File: src/rtl/uart_pkg.sv
// Shared definitions for the memory-mapped UART: register indices, STATUS bit
// positions, the common TX/RX state encoding and the divisor floor.
package uart_pkg;

    localparam logic [1:0] REG_TXDATA = 2'd0;
    localparam logic [1:0] REG_RXDATA = 2'd1;
    localparam logic [1:0] REG_STATUS = 2'd2;
    localparam logic [1:0] REG_BAUD   = 2'd3;

    localparam int ST_TX_FULL   = 0;
    localparam int ST_TX_BUSY   = 1;
    localparam int ST_RX_VALID  = 2;
    localparam int ST_OVERRUN   = 3;
    localparam int ST_FRAME_ERR = 4;

    localparam int DIV_MIN = 4;

    typedef enum logic [1:0] {
        IDLE  = 2'd0,
        START = 2'd1,
        DATA  = 2'd2,
        STOP  = 2'd3
    } uart_state_t;

endpackage

File: src/rtl/uart_rx.sv
// 8N1 receiver: 2-FF synchronizer, mid-bit sampling FSM, and a one-cycle
// completion pulse (good byte or framing error) at the stop-bit sample.
module uart_rx
    import uart_pkg::*;
#(
    parameter int DIV_W = 16
) (
    input  logic             clk,
    input  logic             rst,
    input  logic             i_rx,
    input  logic [DIV_W-1:0] i_div_eff,
    output logic             o_byte_valid,
    output logic [7:0]       o_byte,
    output logic             o_frame_err
);

    localparam logic [DIV_W-1:0] ONE = DIV_W'(1);

    logic [1:0]       r_sync;
    uart_state_t      r_state, w_state_nxt;
    logic [DIV_W-1:0] r_cnt, w_cnt_nxt;
    logic [2:0]       r_bit, w_bit_nxt;
    logic [7:0]       r_shift, w_shift_nxt;
    logic             w_rx;
    logic             w_expire;

    assign w_rx     = r_sync[1];
    assign w_expire = (r_cnt == '0);
    assign o_byte   = r_shift;

    // Synchronizer resets to the idle level so reset release never looks like a start bit.
    always_ff @(posedge clk or posedge rst) begin
        if (rst) r_sync <= 2'b11;
        else     r_sync <= {r_sync[0], i_rx};
    end

    always_ff @(posedge clk or posedge rst) begin
        if (rst) begin
            r_state <= IDLE;
            r_cnt   <= '0;
            r_bit   <= '0;
            r_shift <= '0;
        end else begin
            r_state <= w_state_nxt;
            r_cnt   <= w_cnt_nxt;
            r_bit   <= w_bit_nxt;
            r_shift <= w_shift_nxt;
        end
    end

    always_comb begin
        w_state_nxt  = r_state;
        w_cnt_nxt    = r_cnt;
        w_bit_nxt    = r_bit;
        w_shift_nxt  = r_shift;
        o_byte_valid = 1'b0;
        o_frame_err  = 1'b0;
        case (r_state)
            IDLE: begin
                if (!w_rx) begin
                    // Half a bit puts every later sample near mid-bit.
                    w_state_nxt = START;
                    w_cnt_nxt   = (i_div_eff >> 1) - ONE;
                end
            end
            START: begin
                if (w_expire) begin
                    if (!w_rx) begin
                        w_state_nxt = DATA;
                        w_cnt_nxt   = i_div_eff - ONE;
                        w_bit_nxt   = '0;
                    end else begin
                        w_state_nxt = IDLE;
                    end
                end else begin
                    w_cnt_nxt = r_cnt - ONE;
                end
            end
            DATA: begin
                if (w_expire) begin
                    w_shift_nxt = {w_rx, r_shift[7:1]};
                    w_cnt_nxt   = i_div_eff - ONE;
                    if (r_bit == 3'd7) w_state_nxt = STOP;
                    else               w_bit_nxt   = r_bit + 3'd1;
                end else begin
                    w_cnt_nxt = r_cnt - ONE;
                end
            end
            STOP: begin
                if (w_expire) begin
                    o_byte_valid = w_rx;
                    o_frame_err  = ~w_rx;
                    w_state_nxt  = IDLE;
                end else begin
                    w_cnt_nxt = r_cnt - ONE;
                end
            end
            default: w_state_nxt = IDLE;
        endcase
    end

endmodule

File: src/rtl/uart_mmio.sv
// Memory-mapped 8N1 UART: register decode, 1-deep TX holding register and
// shifter, 1-byte RX buffer with overrun/frame flags, programmable divisor.
module uart_mmio
    import uart_pkg::*;
#(
    parameter int CLKS_PER_BIT = 868,
    parameter int DIV_W        = 16
) (
    input  logic        clk,
    input  logic        rst,
    input  logic        uart_en,
    input  logic        uart_we,
    input  logic [1:0]  uart_addr,
    input  logic [31:0] uart_wdata,
    output logic [31:0] uart_rdata,
    input  logic        uart_rx,
    output logic        uart_tx
);

    localparam logic [DIV_W-1:0] ONE     = DIV_W'(1);
    localparam logic [DIV_W-1:0] MIN_DIV = DIV_W'(DIV_MIN);

    logic [DIV_W-1:0] r_baud;
    logic [DIV_W-1:0] w_div_eff;

    logic w_wr_tx, w_wr_stat, w_wr_baud, w_pop;

    logic             r_tx_full;
    logic [7:0]       r_tx_hold;
    uart_state_t      r_tx_state, w_tx_state_nxt;
    logic [DIV_W-1:0] r_tx_cnt, w_tx_cnt_nxt;
    logic [2:0]       r_tx_bit, w_tx_bit_nxt;
    logic [7:0]       r_tx_shift, w_tx_shift_nxt;
    logic             r_tx, w_tx_nxt;
    logic             w_tx_load;
    logic             w_tx_busy;
    logic             w_tx_expire;

    logic       r_rx_valid, r_overrun, r_frame_err;
    logic [7:0] r_rx_byte;
    logic       w_rx_good, w_rx_ferr;
    logic [7:0] w_rx_byte;

    logic w_unused;

    assign w_unused  = ^uart_wdata[31:DIV_W];
    assign w_div_eff = (r_baud < MIN_DIV) ? MIN_DIV : r_baud;

    assign w_wr_tx   = uart_en & uart_we & (uart_addr == REG_TXDATA) & ~r_tx_full;
    assign w_wr_stat = uart_en & uart_we & (uart_addr == REG_STATUS);
    assign w_wr_baud = uart_en & uart_we & (uart_addr == REG_BAUD);
    assign w_pop     = uart_en & ~uart_we & (uart_addr == REG_RXDATA);

    assign w_tx_busy   = (r_tx_state != IDLE) | r_tx_full;
    assign w_tx_expire = (r_tx_cnt == '0);
    assign uart_tx     = r_tx;

    always_ff @(posedge clk or posedge rst) begin
        if (rst) r_baud <= DIV_W'(CLKS_PER_BIT);
        else if (w_wr_baud) r_baud <= uart_wdata[DIV_W-1:0];
    end

    // Write and shifter load never collide: a write needs full=0, a load needs full=1.
    always_ff @(posedge clk or posedge rst) begin
        if (rst) begin
            r_tx_full <= 1'b0;
            r_tx_hold <= '0;
        end else if (w_wr_tx) begin
            r_tx_full <= 1'b1;
            r_tx_hold <= uart_wdata[7:0];
        end else if (w_tx_load) begin
            r_tx_full <= 1'b0;
        end
    end

    always_ff @(posedge clk or posedge rst) begin
        if (rst) begin
            r_tx_state <= IDLE;
            r_tx_cnt   <= '0;
            r_tx_bit   <= '0;
            r_tx_shift <= '0;
            r_tx       <= 1'b1;
        end else begin
            r_tx_state <= w_tx_state_nxt;
            r_tx_cnt   <= w_tx_cnt_nxt;
            r_tx_bit   <= w_tx_bit_nxt;
            r_tx_shift <= w_tx_shift_nxt;
            r_tx       <= w_tx_nxt;
        end
    end

    always_comb begin
        w_tx_state_nxt = r_tx_state;
        w_tx_cnt_nxt   = r_tx_cnt;
        w_tx_bit_nxt   = r_tx_bit;
        w_tx_shift_nxt = r_tx_shift;
        w_tx_load      = 1'b0;
        case (r_tx_state)
            IDLE: begin
                if (r_tx_full) begin
                    w_tx_load      = 1'b1;
                    w_tx_shift_nxt = r_tx_hold;
                    w_tx_state_nxt = START;
                    w_tx_cnt_nxt   = w_div_eff - ONE;
                end
            end
            START: begin
                if (w_tx_expire) begin
                    w_tx_state_nxt = DATA;
                    w_tx_cnt_nxt   = w_div_eff - ONE;
                    w_tx_bit_nxt   = '0;
                end else begin
                    w_tx_cnt_nxt = r_tx_cnt - ONE;
                end
            end
            DATA: begin
                if (w_tx_expire) begin
                    w_tx_cnt_nxt = w_div_eff - ONE;
                    if (r_tx_bit == 3'd7) begin
                        w_tx_state_nxt = STOP;
                    end else begin
                        w_tx_shift_nxt = r_tx_shift >> 1;
                        w_tx_bit_nxt   = r_tx_bit + 3'd1;
                    end
                end else begin
                    w_tx_cnt_nxt = r_tx_cnt - ONE;
                end
            end
            STOP: begin
                if (w_tx_expire) begin
                    // A pending byte chains straight into its start bit.
                    if (r_tx_full) begin
                        w_tx_load      = 1'b1;
                        w_tx_shift_nxt = r_tx_hold;
                        w_tx_state_nxt = START;
                        w_tx_cnt_nxt   = w_div_eff - ONE;
                    end else begin
                        w_tx_state_nxt = IDLE;
                    end
                end else begin
                    w_tx_cnt_nxt = r_tx_cnt - ONE;
                end
            end
            default: w_tx_state_nxt = IDLE;
        endcase

        case (w_tx_state_nxt)
            START:   w_tx_nxt = 1'b0;
            DATA:    w_tx_nxt = w_tx_shift_nxt[0];
            default: w_tx_nxt = 1'b1;
        endcase
    end

    uart_rx #(.DIV_W(DIV_W)) u_rx (
        .clk          (clk),
        .rst          (rst),
        .i_rx         (uart_rx),
        .i_div_eff    (w_div_eff),
        .o_byte_valid (w_rx_good),
        .o_byte       (w_rx_byte),
        .o_frame_err  (w_rx_ferr)
    );

    // Error events take priority over a coincident write-1-to-clear.
    always_ff @(posedge clk or posedge rst) begin
        if (rst) begin
            r_rx_valid  <= 1'b0;
            r_rx_byte   <= '0;
            r_overrun   <= 1'b0;
            r_frame_err <= 1'b0;
        end else begin
            if (w_rx_good && (!r_rx_valid || w_pop)) begin
                r_rx_byte  <= w_rx_byte;
                r_rx_valid <= 1'b1;
            end else if (w_pop) begin
                r_rx_valid <= 1'b0;
            end

            if (w_rx_good && r_rx_valid && !w_pop)
                r_overrun <= 1'b1;
            else if (w_wr_stat && uart_wdata[ST_OVERRUN])
                r_overrun <= 1'b0;

            if (w_rx_ferr)
                r_frame_err <= 1'b1;
            else if (w_wr_stat && uart_wdata[ST_FRAME_ERR])
                r_frame_err <= 1'b0;
        end
    end

    always_comb begin
        uart_rdata = '0;
        case (uart_addr)
            REG_RXDATA: uart_rdata = {24'b0, r_rx_byte};
            REG_STATUS: uart_rdata = {27'b0, r_frame_err, r_overrun, r_rx_valid, w_tx_busy, r_tx_full};
            REG_BAUD:   uart_rdata = 32'(r_baud);
            default:    uart_rdata = '0;
        endcase
    end

endmodule

File: config.mk
export PLATFORM = sky130hd
export DESIGN_NAME = uart_mmio
export DESIGN_NICKNAME = d
export VERILOG_FILES = /design/src/rtl/uart_pkg.sv /design/src/rtl/uart_rx.sv /design/src/rtl/uart_mmio.sv
export SDC_FILE = /design/constraint.sdc
export NUM_CORES = 1
export LEC_CHECK = 0
export BUFFER_PORTS_ARGS = -buffer_cell sky130_fd_sc_hd__buf_4
export CAP_MARGIN = 30
export CELL_PAD_IN_SITES_DETAIL_PLACEMENT = 0
export CELL_PAD_IN_SITES_GLOBAL_PLACEMENT = 1
export CORE_UTILIZATION = 41
export DETAILED_ROUTE_END_ITERATION = 10
export PLACE_DENSITY_LB_ADDON = 0.1
export REMOVE_ABC_BUFFERS = 1
export SYNTH_ARGS = -nofsm -noshare
export SYNTH_HDL_FRONTEND = slang
export SYNTH_SLANG_ARGS = --single-unit
export TNS_END_PERCENT = 10
File: constraint.sdc
create_clock -name clk -period 3.45 [get_ports clk]
set_input_delay 0.1725 -clock clk [delete_from_list [all_inputs] [get_ports clk]]
set_output_delay 0.1725 -clock clk [all_outputs]
set_load 0.01 [all_outputs]
==> impl_metrics.yaml, run 1 <==
synthesis:
  post_synth.cell_area_avg_sq_um: 9.14
  synth_edf_count: 0
  yosysMostFrequentCell: "dfrtp_1"
  ys_seq_area_share_pct: 37.7
  ys_warn_count: 0
  ys_top_cells_by_area: "dfrtp_1 34%, mux2_2 8.0%, o21ai_0 4.0%"
  yosys.area.top_type: "dfrtp_1"
  async_flop_share_pct: 100
  synth_area_sq_um: 6470
  postSynthCellCount: 708
  yosysUniqueCellTypes: 74
  yosys.area.top_type_share_pct: 34.4
  ys_top_cells_by_count: "89 x dfrtp_1, 57 x nand2_1, 54 x nor2_1"
  synth_seq_cells: 97
  yosys_most_used_dff: "dfrtp_1"
hold_path:
  hold_path.class: "input port to flop"
sta:
  hold_violations: 0
  fmax_mhz: 332
  worstMarginPinSlew_ps: 934
  finalCriticalPeriod_ps: 3010
  timing.hold.ws_ps: 50.5
  tns_ps: 0
  maxSlewViolCount: 0
  layout_setup_ws_ps: 441
  setup_viol: 0
  fin_crit_sh_pct: 87.2
  rsz0062_at_grt: "false"
  max_slew_margin_pct: 36.1
  fin_worst_skew_ps: 7.62
setup_path:
  critPathKind: "flop to flop"
  worstPathArrival_ps: 3250
  slowest_stage: "or4b_4"
  start_kind: "flop"
  path_cells: "nor4_2 -> nand4_1 -> nand2_1 -> ha_1 -> or4b_4 -> a2111oi_4 -> xnor2_1 -> o22ai_1 -> a32o_1"
  end_kind: "flop"
  critical_path.max_stage_delay_ps: 540
  crit_buf_inv: 0
  critPathMaxFanout: 8
  required_ps: 3690
  cp_top_family: "simple AND/OR/NAND/NOR gates"
grt:
  grt_pass1_vias: 5460
  groute.usage.overall_pct: 23.4
  grt_overflow: 0
  grt_max_degree: 40
  grt_pass1_wl_um: 29500
  antenna_found_initial: 0
cells_and_area:
  antennaDiodeCount: 0
  drive_gt1_share_pct: 21.7
  fill_cells: 1484
  fin_util_pct: 48.5
  final_cells: 971
  multi_input_area_sq_um: 3700
  stdcell_area_sq_um: 7430
  num-nets-final: 813
  regArea_sq_um: 2440
  synthToLayoutAreaGrowth_pct: 14.9
placed_design:
  gp_congestion: 0.851
  placedInstanceArea_sq_um: 7060
  preCtsSetupSlack_ps: 50.3
  dp_hpwl_um: 13300
  placedCellCount: 952
  io_buffers: 39
power_and_ir_drop:
  total_power_mw: 5.07
  vdd_drop_max_v: 0.000267
  leakagePower_nw: 3.21
  power.density_nw_per_um2: 682
floorplan:
  ioPinCount: 72
  initial_utilization_pct: 42.3
  rows: 45
  die_area_sq_um: 16300
  fp.dieH_um: 128
  core_sq_um: 15300
  die_w_um: 128
route:
  antenna_left: 0
  finalWirelength_um: 18100
  drc: 0
  drt_iter0_drc: 384
  vias_per_cell: 5.72
  drt-pass1-iter-count: 5
  vias: 5557
  wire_per_inst_um: 18.7
job:
  max-cap-violations: 0
status:
  status: "finished, final reports clean"
clock_tree:
  cts_tree: "yes"
  htreeDepth: 3
  cts_sinks: 97
  root_buffer: "clkbuf_16"
  worstSkewPairLatency_ps: 350
  numCtsBuffers: 9
  cts_buffer_depth: 2
  cts.clk_slew.worst_paths_ps: 80
per-layer routing:
metal / share of wire (%) / vias up / global-route usage [%] / routed length (um)
met2: 45 / 199 / 36.2 / 8160
met1: 47 / 2686 / 33.6 / 8540
met3: 6.6 / 15 / 4.27 / 1190
met4: 1.4 / 0 / 6.51 / 245
met5: 0 / - / 0 / 0
li1: - / 2657 / - / -
timing repair:
item                                    CTS  global route
endpoints found under the setup margin    0            12
hold buffers                              2             0
buffers inserted                          0             1
resized for setup                         0             2
hold endpoints to repair                 35             0
cell type report:
cell class | count | area share [%]
Clock buffer | 9 | 3.03
Clock inverter | 7 | 1.46
Inverter | 23 | 1.19
Multi-Input combinational cell | 544 | 49.8
Sequential cell | 97 | 32.8
Tap cell | 211 | 3.55
Timing Repair Buffer | 80 | 8.15
flip-flops by register name (all words and copies together), names as in the netlist, 2 cells and up, named ones only:
| name | flops |
|---|---|
| r_tx_shift | 8 |
| r_tx_state | 2 |
| r_baud | 16 |
| r_tx_bit | 3 |
| u_rx.r_bit | 3 |
| r_tx_hold | 8 |
| u_rx.o_byte | 8 |
| u_rx.r_cnt | 16 |
| r_rx_byte | 8 |
| r_tx_cnt | 16 |
| u_rx.r_sync | 2 |
report_power, final:
group / switching (mW) / internal [mW]
registers: 0.343 / 1.44
logic: 1.24 / 0.891
clock network: 0.491 / 0.653
total: 2.08 / 2.99
worst paths after layout:
check / start / end / slack, ps / cells after the start
min in group asynchronous: rst / r_tx_shift[2] / 400 / 3
hold reg to reg: u_rx.r_sync[0] / u_rx.r_sync[1] / 360 / 0
setup / recovery: r_baud[13] / u_rx.r_cnt[15] / 440 / 9
setup reg to reg: r_baud[13] / u_rx.r_cnt[15] / 440 / 9
hold / removal: uart_wdata[15] / r_baud[15] / 50 / 2
max in group asynchronous: rst / u_rx.r_cnt[8] / 2160 / 4
kinds of logic after synthesis:
logic type / after synthesis / share of synthesized area (%)
compound gates: 166 / 17.5
xor+xnor: 39 / 5.28
fa+ha+maj: 19 / 3.67
buf+inv: 82 / 6.11
flops: 97 / 37.7
mux: 57 / 9.71
other cells: 1 / 0.0579
simple gates: 247 / 20.0
cells in the final DEF, fill, tap and decap left out, types with 8 or more instances in the layout:
master,instances
a21oi_1,27
a22o_1,11
and3_1,10
buf_4,78
clkbuf_16,9
conb_1,16
dfrtp_1,89
dfstp_2,8
ha_1,19
inv_1,22
mux2_2,46
mux2i_1,11
nand2_1,57
nand3_1,17
nand4_1,13
nor2_1,54
nor3_1,28
nor4_1,15
o21ai_0,52
or3_1,8
xnor2_1,21
xor2_1,18
Power figures use the tool's default switching activity.
==> inputs of run 2 (changes only) <==
CORE_UTILIZATION = 42   (was 41)
CTS_BUF_LIST = sky130_fd_sc_hd__clkbuf_8   (was unset)
==> run 2 against run 1 <==
Register-to-register slack got worse by 120 ps; sequential power barely moved; first-iteration DRC count fell by 23%; clock skew rose by 12 ps; core utilization fell by 0.50 points; count of clock-buffer cells in the layout rose by 1; sequential share of layout area rose by 0.71 points; non-clock buffer count fell by 2; maximum frequency fell by 3.8%; clock power fell by 31%; worst setup slack got worse by 120 ps; via count barely moved; critical path type unchanged; critical endpoint is now r_tx_cnt[9]; largest cell class unchanged.
==> impl_metrics.yaml, run 2 (synthesis results as in run 1) <==
status:
  status: "finished, final reports clean"
grt:
  grt_pass1_wl_um: 29500
  grt_max_degree: 62
  groute.usage.overall_pct: 23.7
  grt_overflow: 0
  antenna_found_initial: 0
  grt_pass1_vias: 5455
setup_path:
  worstPathArrival_ps: 3400
  start_kind: "flop"
  required_ps: 3730
  critPathKind: "flop to flop"
  r2r_cells: 10
  end_kind: "flop"
  critPathMaxFanout: 10
route:
  wire_per_inst_um: 19.1
  vias_per_cell: 5.88
  drc: 0
  drt-pass1-iter-count: 4
  drt_iter0_drc: 297
  finalWirelength_um: 18100
  vias: 5558
  antenna_left: 0
floorplan:
  die_area_sq_um: 15900
  initial_utilization_pct: 42.7
  core_sq_um: 15100
  rows: 45
  ioPinCount: 72
  fp.dieH_um: 126
  die_w_um: 126
clock_tree:
  worstSkewPairLatency_ps: 390
  cts.clk_slew.worst_paths_ps: 100
  cts_buffer_depth: 2
  cts_sinks: 97
  post_cts_buffers: 0
  root_buffer: "clkbuf_8"
  htreeDepth: 3
  numCtsBuffers: 9
  cts_tree: "yes"
cells_and_area:
  drive_gt1_share_pct: 21.4
  fill_cells: 1475
  synthToLayoutAreaGrowth_pct: 12.5
  final_cell_mix: "89 x dfrtp_1, 75 x buf_4, 57 x nand2_1"
  num-nets-final: 811
  antennaDiodeCount: 0
  top_regs: "r_baud x16, r_tx_cnt x16, u_rx.r_cnt x16"
  layout_commonest_cell: "dfrtp_1"
power_and_ir_drop:
  vdd_drop_max_v: 0.000271
  leakagePower_nw: 3.14
  total_power_mw: 4.72
  power.density_nw_per_um2: 648
sta:
  timing.hold.ws_ps: 29.8
  hold_violations: 0
  rsz0062_at_grt: "false"
  worstMarginPinSlew_ps: 854
  maxSlewViolCount: 0
  max_slew_margin_pct: 41.6
  fin_worst_skew_ps: 19.6
  setup_viol: 0
  fin_crit_sh_pct: 90.7
  finalCriticalPeriod_ps: 3130
  fmax_mhz: 320
hold_path:
  hold_path.class: "input port to flop"
  min_path_cells: 2
placed_design:
  gp_congestion: 0.852
  io_buffers: 39
  dp_hpwl_um: 13400
job:
  max-cap-violations: 0
run 2: path summary, 6_finish.rpt:
kind,endpoint,start,slack [ps]
setup / recovery,r_tx_cnt[9],r_baud[9],320
hold / removal,r_baud[13],uart_wdata[13],30
setup reg to reg,r_tx_cnt[9],r_baud[9],320
hold reg to reg,u_rx.r_sync[1],u_rx.r_sync[0],360
max in group asynchronous,u_rx.r_cnt[9],rst,2410
min in group asynchronous,r_tx_hold[4],rst,280
run 2: metal layers:
metal	vias up	part of all wire [%]	global-route usage, %
met1	2749	48	34.5
met3	18	4.5	2.89
met4	0	2.0	7.94
li1	2648	-	-
met2	143	45	36.3
met5	-	0	0
run 2: worst max-delay path, stage by stage (launching register included):
cell	delay [ps]
dfstp_2	680
nor3_1	100
and4_1	200
nor2_1	140
ha_1	210
or4b_4	560
nor2_1	200
o21ai_0	140
xnor2_1	180
mux2_2	280
a221o_1	330
run 2: repair_timing:
| item | CTS | global route |
|---|---|---|
| endpoints found under the hold margin | 26 | 0 |
| gates resized for setup | 0 | 2 |
| hold buffers | 2 | 0 |
| setup endpoints to repair | 0 | 11 |
run 2: power by group:
part / switching [mW] / total [mW] / internal (mW) / leakage, nW
registers: 0.348 / 1.79 / 1.44 / 1.23
logic: 1.23 / 2.14 / 0.902 / 1.81
clock network: 0.436 / 0.792 / 0.357 / 0.0954
total: 2.02 / 4.72 / 2.70 / 3.14
run 2: cell type report:
class	count	area [sq um]	area share, %
Timing Repair Buffer	78	611	8.39
Clock inverter	5	62.6	0.860
Tap cell	188	235	3.23
Clock buffer	10	138	1.89
Multi-Input combinational cell	544	3700	50.9
Inverter	23	88.8	1.22
Sequential cell	97	2440	33.5
run 2: stage by stage:
stage | cells | area [sq um] | setup slack, ps | utilization, % | TNS (ps)
6_report | 945 | 7280 | 322 | 48.0 | 0
5_1_grt | 945 | 7280 | 145 | 48.0 | 0
4_1_cts | 945 | 7270 | 96.2 | 48.0 | 0
3_5_place_dp | 928 | 7050 | 109 | 46.5 | 0
3_3_place_gp | 927 | 7020 | 129 | 46.3 | 0
2_1_floorplan | 664 | 6220 | -118 | - | -118
==> inputs of run 3 (changes only) <==
==> constraint.sdc (replaced) <==
create_clock -name clk -period 3.45 [get_ports clk]
set_input_delay 0.345 -clock clk [delete_from_list [all_inputs] [get_ports clk]]
set_output_delay 0.345 -clock clk [all_outputs]
set_load 0.01 [all_outputs]
==> run 3 against run 2 <==
Cell count is 0.21% higher; combinational power hardly changed; clock power hardly changed; power is 0.27% higher; largest cell class unchanged; core utilization is 0.058 points higher; maximum frequency is 2.5% lower; flip-flop and latch count stayed put; count of clock-buffer cells in the layout is 1 lower.
==> impl_metrics.yaml, run 3 (synthesis results as in run 1) <==
sta:
  fmax_mhz: 312
  setup_viol: 0
  maxSlewViolCount: 0
  hold_violations: 0
  fin_crit_sh_pct: 93.0
  max_slew_margin_pct: 39.4
  timing.hold.ws_ps: 75.5
  tns_ps: 0
  layout_setup_ws_ps: 243
  finalCriticalPeriod_ps: 3210
  fin_worst_skew_ps: 21.7
  worstMarginPinSlew_ps: 906
  rsz0062_at_grt: "false"
hold_path:
  holdPathEnd: "u_rx.r_sync[0]"
  hold_path.class: "input port to flop"
  holdCritStartpoint: "uart_rx"
  min_path_cells: 1
setup_path:
  crit_buf_inv: 0
  path_cells: "nor3_1 -> and4_1 -> nor2_1 -> ha_1 -> or4b_4 -> o21ai_0 -> a21oi_1 -> a311oi_1 -> a21oi_1 -> a22o_1"
  critPathMaxFanout: 10
  end_kind: "flop"
  reg2reg_from: "r_baud[9]"
  r2r_slack_ps: 240
  start_kind: "flop"
  critPathKind: "flop to flop"
  slowest_stage: "dfstp_2"
  reg2reg_to: "u_rx.r_cnt[6]"
  required_ps: 3720
  crit_cells: 10
  worstPathArrival_ps: 3480
  r2r_cells: 10
  critical_path.max_stage_delay_ps: 680
  path_common_cell: "a21oi_1"
  cp_top_family: "compound AO/OA/AOI/OAI gates"
route:
  drc: 0
  drt_iter0_drc: 439
  drt-pass1-iter-count: 5
  vias_per_cell: 5.99
  wire_per_inst_um: 19.3
  finalWirelength_um: 18300
  antenna_left: 0
  vias: 5676
floorplan:
  initial_utilization_pct: 42.7
  fp.dieH_um: 126
  core_sq_um: 15100
  rows: 45
  die_area_sq_um: 15900
  die_w_um: 126
  ioPinCount: 72
power_and_ir_drop:
  power_frac_comb_pct: 45.3
  intPower_mw: 2.69
  leakagePower_nw: 3.15
  power.share.switching_pct: 43.1
  vdd_drop_max_v: 0.000302
  clockPowerShare_pct: 16.8
  p_seq_share_pct: 37.9
  switching_power_mw: 2.04
  power.density_nw_per_um2: 649
clock_tree:
  worstSkewPairLatency_ps: 380
  cts_sinks: 97
  htreeDepth: 3
  numCtsBuffers: 9
  cts_buffer_depth: 2
  cts.clk_slew.worst_paths_ps: 100
  cts_tree: "yes"
  root_buffer: "clkbuf_8"
cells_and_area:
  antennaDiodeCount: 0
  fill_cells: 1459
  layout_commonest_cell: "dfrtp_1"
  final_cell_mix: "89 x dfrtp_1, 77 x buf_4, 57 x nand2_1"
  drive_gt1_share_pct: 21.6
  stdcell_area_sq_um: 7290
  num-nets-final: 812
  fin_util_pct: 48.1
  top_regs: "r_baud x16, r_tx_cnt x16, u_rx.r_cnt x16"
  synthToLayoutAreaGrowth_pct: 12.6
job:
  max-cap-violations: 0
grt:
  grt_overflow: 0
  grt_max_degree: 69
  groute.usage.overall_pct: 23.7
  antenna_found_initial: 0
  grt_pass1_wl_um: 29300
  grt_pass1_vias: 5497
placed_design:
  io_buffers: 39
  dp_hpwl_um: 13300
  preCtsSetupSlack_ps: 39.6
  gp_congestion: 0.848
  placedInstanceArea_sq_um: 7060
status:
  status: "finished, final reports clean"
==> run 3: cell types whose count changed in the layout (fill, tap and decap cells not counted), sizes merged <==
cell	previous run	this run
inv	25	26
clkinv	0	1
buf	76	78
clkbuf	10	9
dlygate4sd3	2	1
==> run 3: how the worst max path moves through the flow <==
stage | start | slack (ps) | end
after floorplan | r_baud[12] | -120 | r_tx_cnt[9]
after global placement | r_baud[13] | 110 | r_tx_cnt[9]
after detailed placement | r_baud[13] | 40 | r_tx_cnt[9]
after CTS | r_baud[13] | 30 | r_tx_cnt[9]
after global routing | r_baud[9] | 140 | r_tx_cnt[9]
final | r_baud[9] | 240 | u_rx.r_cnt[6]
==> run 3: per-stage QoR <==
step                cells  power [mW]
floorplan             664        3.19
global placement      929        3.85
detailed placement    930        3.90
CTS                   947        4.71
global route          947        5.07
finish                947        4.73
==> run 3: layout make-up <==
type	count	area, sq um	share of cell area, %
clock inverters	7	80.1	1.10
clock buffers	9	124	1.70
well taps	188	235	3.23
flip-flops and latches	97	2440	33.5
repair buffers	79	616	8.45
multi-input cells	544	3700	50.9
inverters	23	88.8	1.22
==> run 3: power groups by stage <==
| stage | clock network, mW | logic, mW | registers (mW) |
|---|---|---|---|
| after global placement | 0 | 2.06 | 1.79 |
| final | 0.794 | 2.14 | 1.80 |
| after CTS | 0.816 | 2.11 | 1.78 |
| after global routing | 0.852 | 2.38 | 1.84 |
| after detailed placement | 0 | 2.10 | 1.80 |
| after floorplan | 0 | 1.44 | 1.75 |
==> run 3: worst reg2reg max path: stages (launching register included) <==
cell	delay, ps
dfstp_2	680
nor3_1	90
and4_1	200
nor2_1	150
ha_1	240
or4b_4	570
o21ai_0	250
a21oi_1	110
a311oi_1	440
a21oi_1	140
a22o_1	240
==> run 3: timing repair <==
action                     CTS  global route
hold buffers                 1             0
buffers inserted             0             0
hold endpoints to repair     8             0
resized for setup            0             2
setup endpoints to repair    0            10
==> run 3: routing by layer <==
layer	GRT usage, %	routed length [um]
met1	33.9	8680
met2	36.1	8060
met3	3.19	1050
met4	9.43	492
met5	0	0
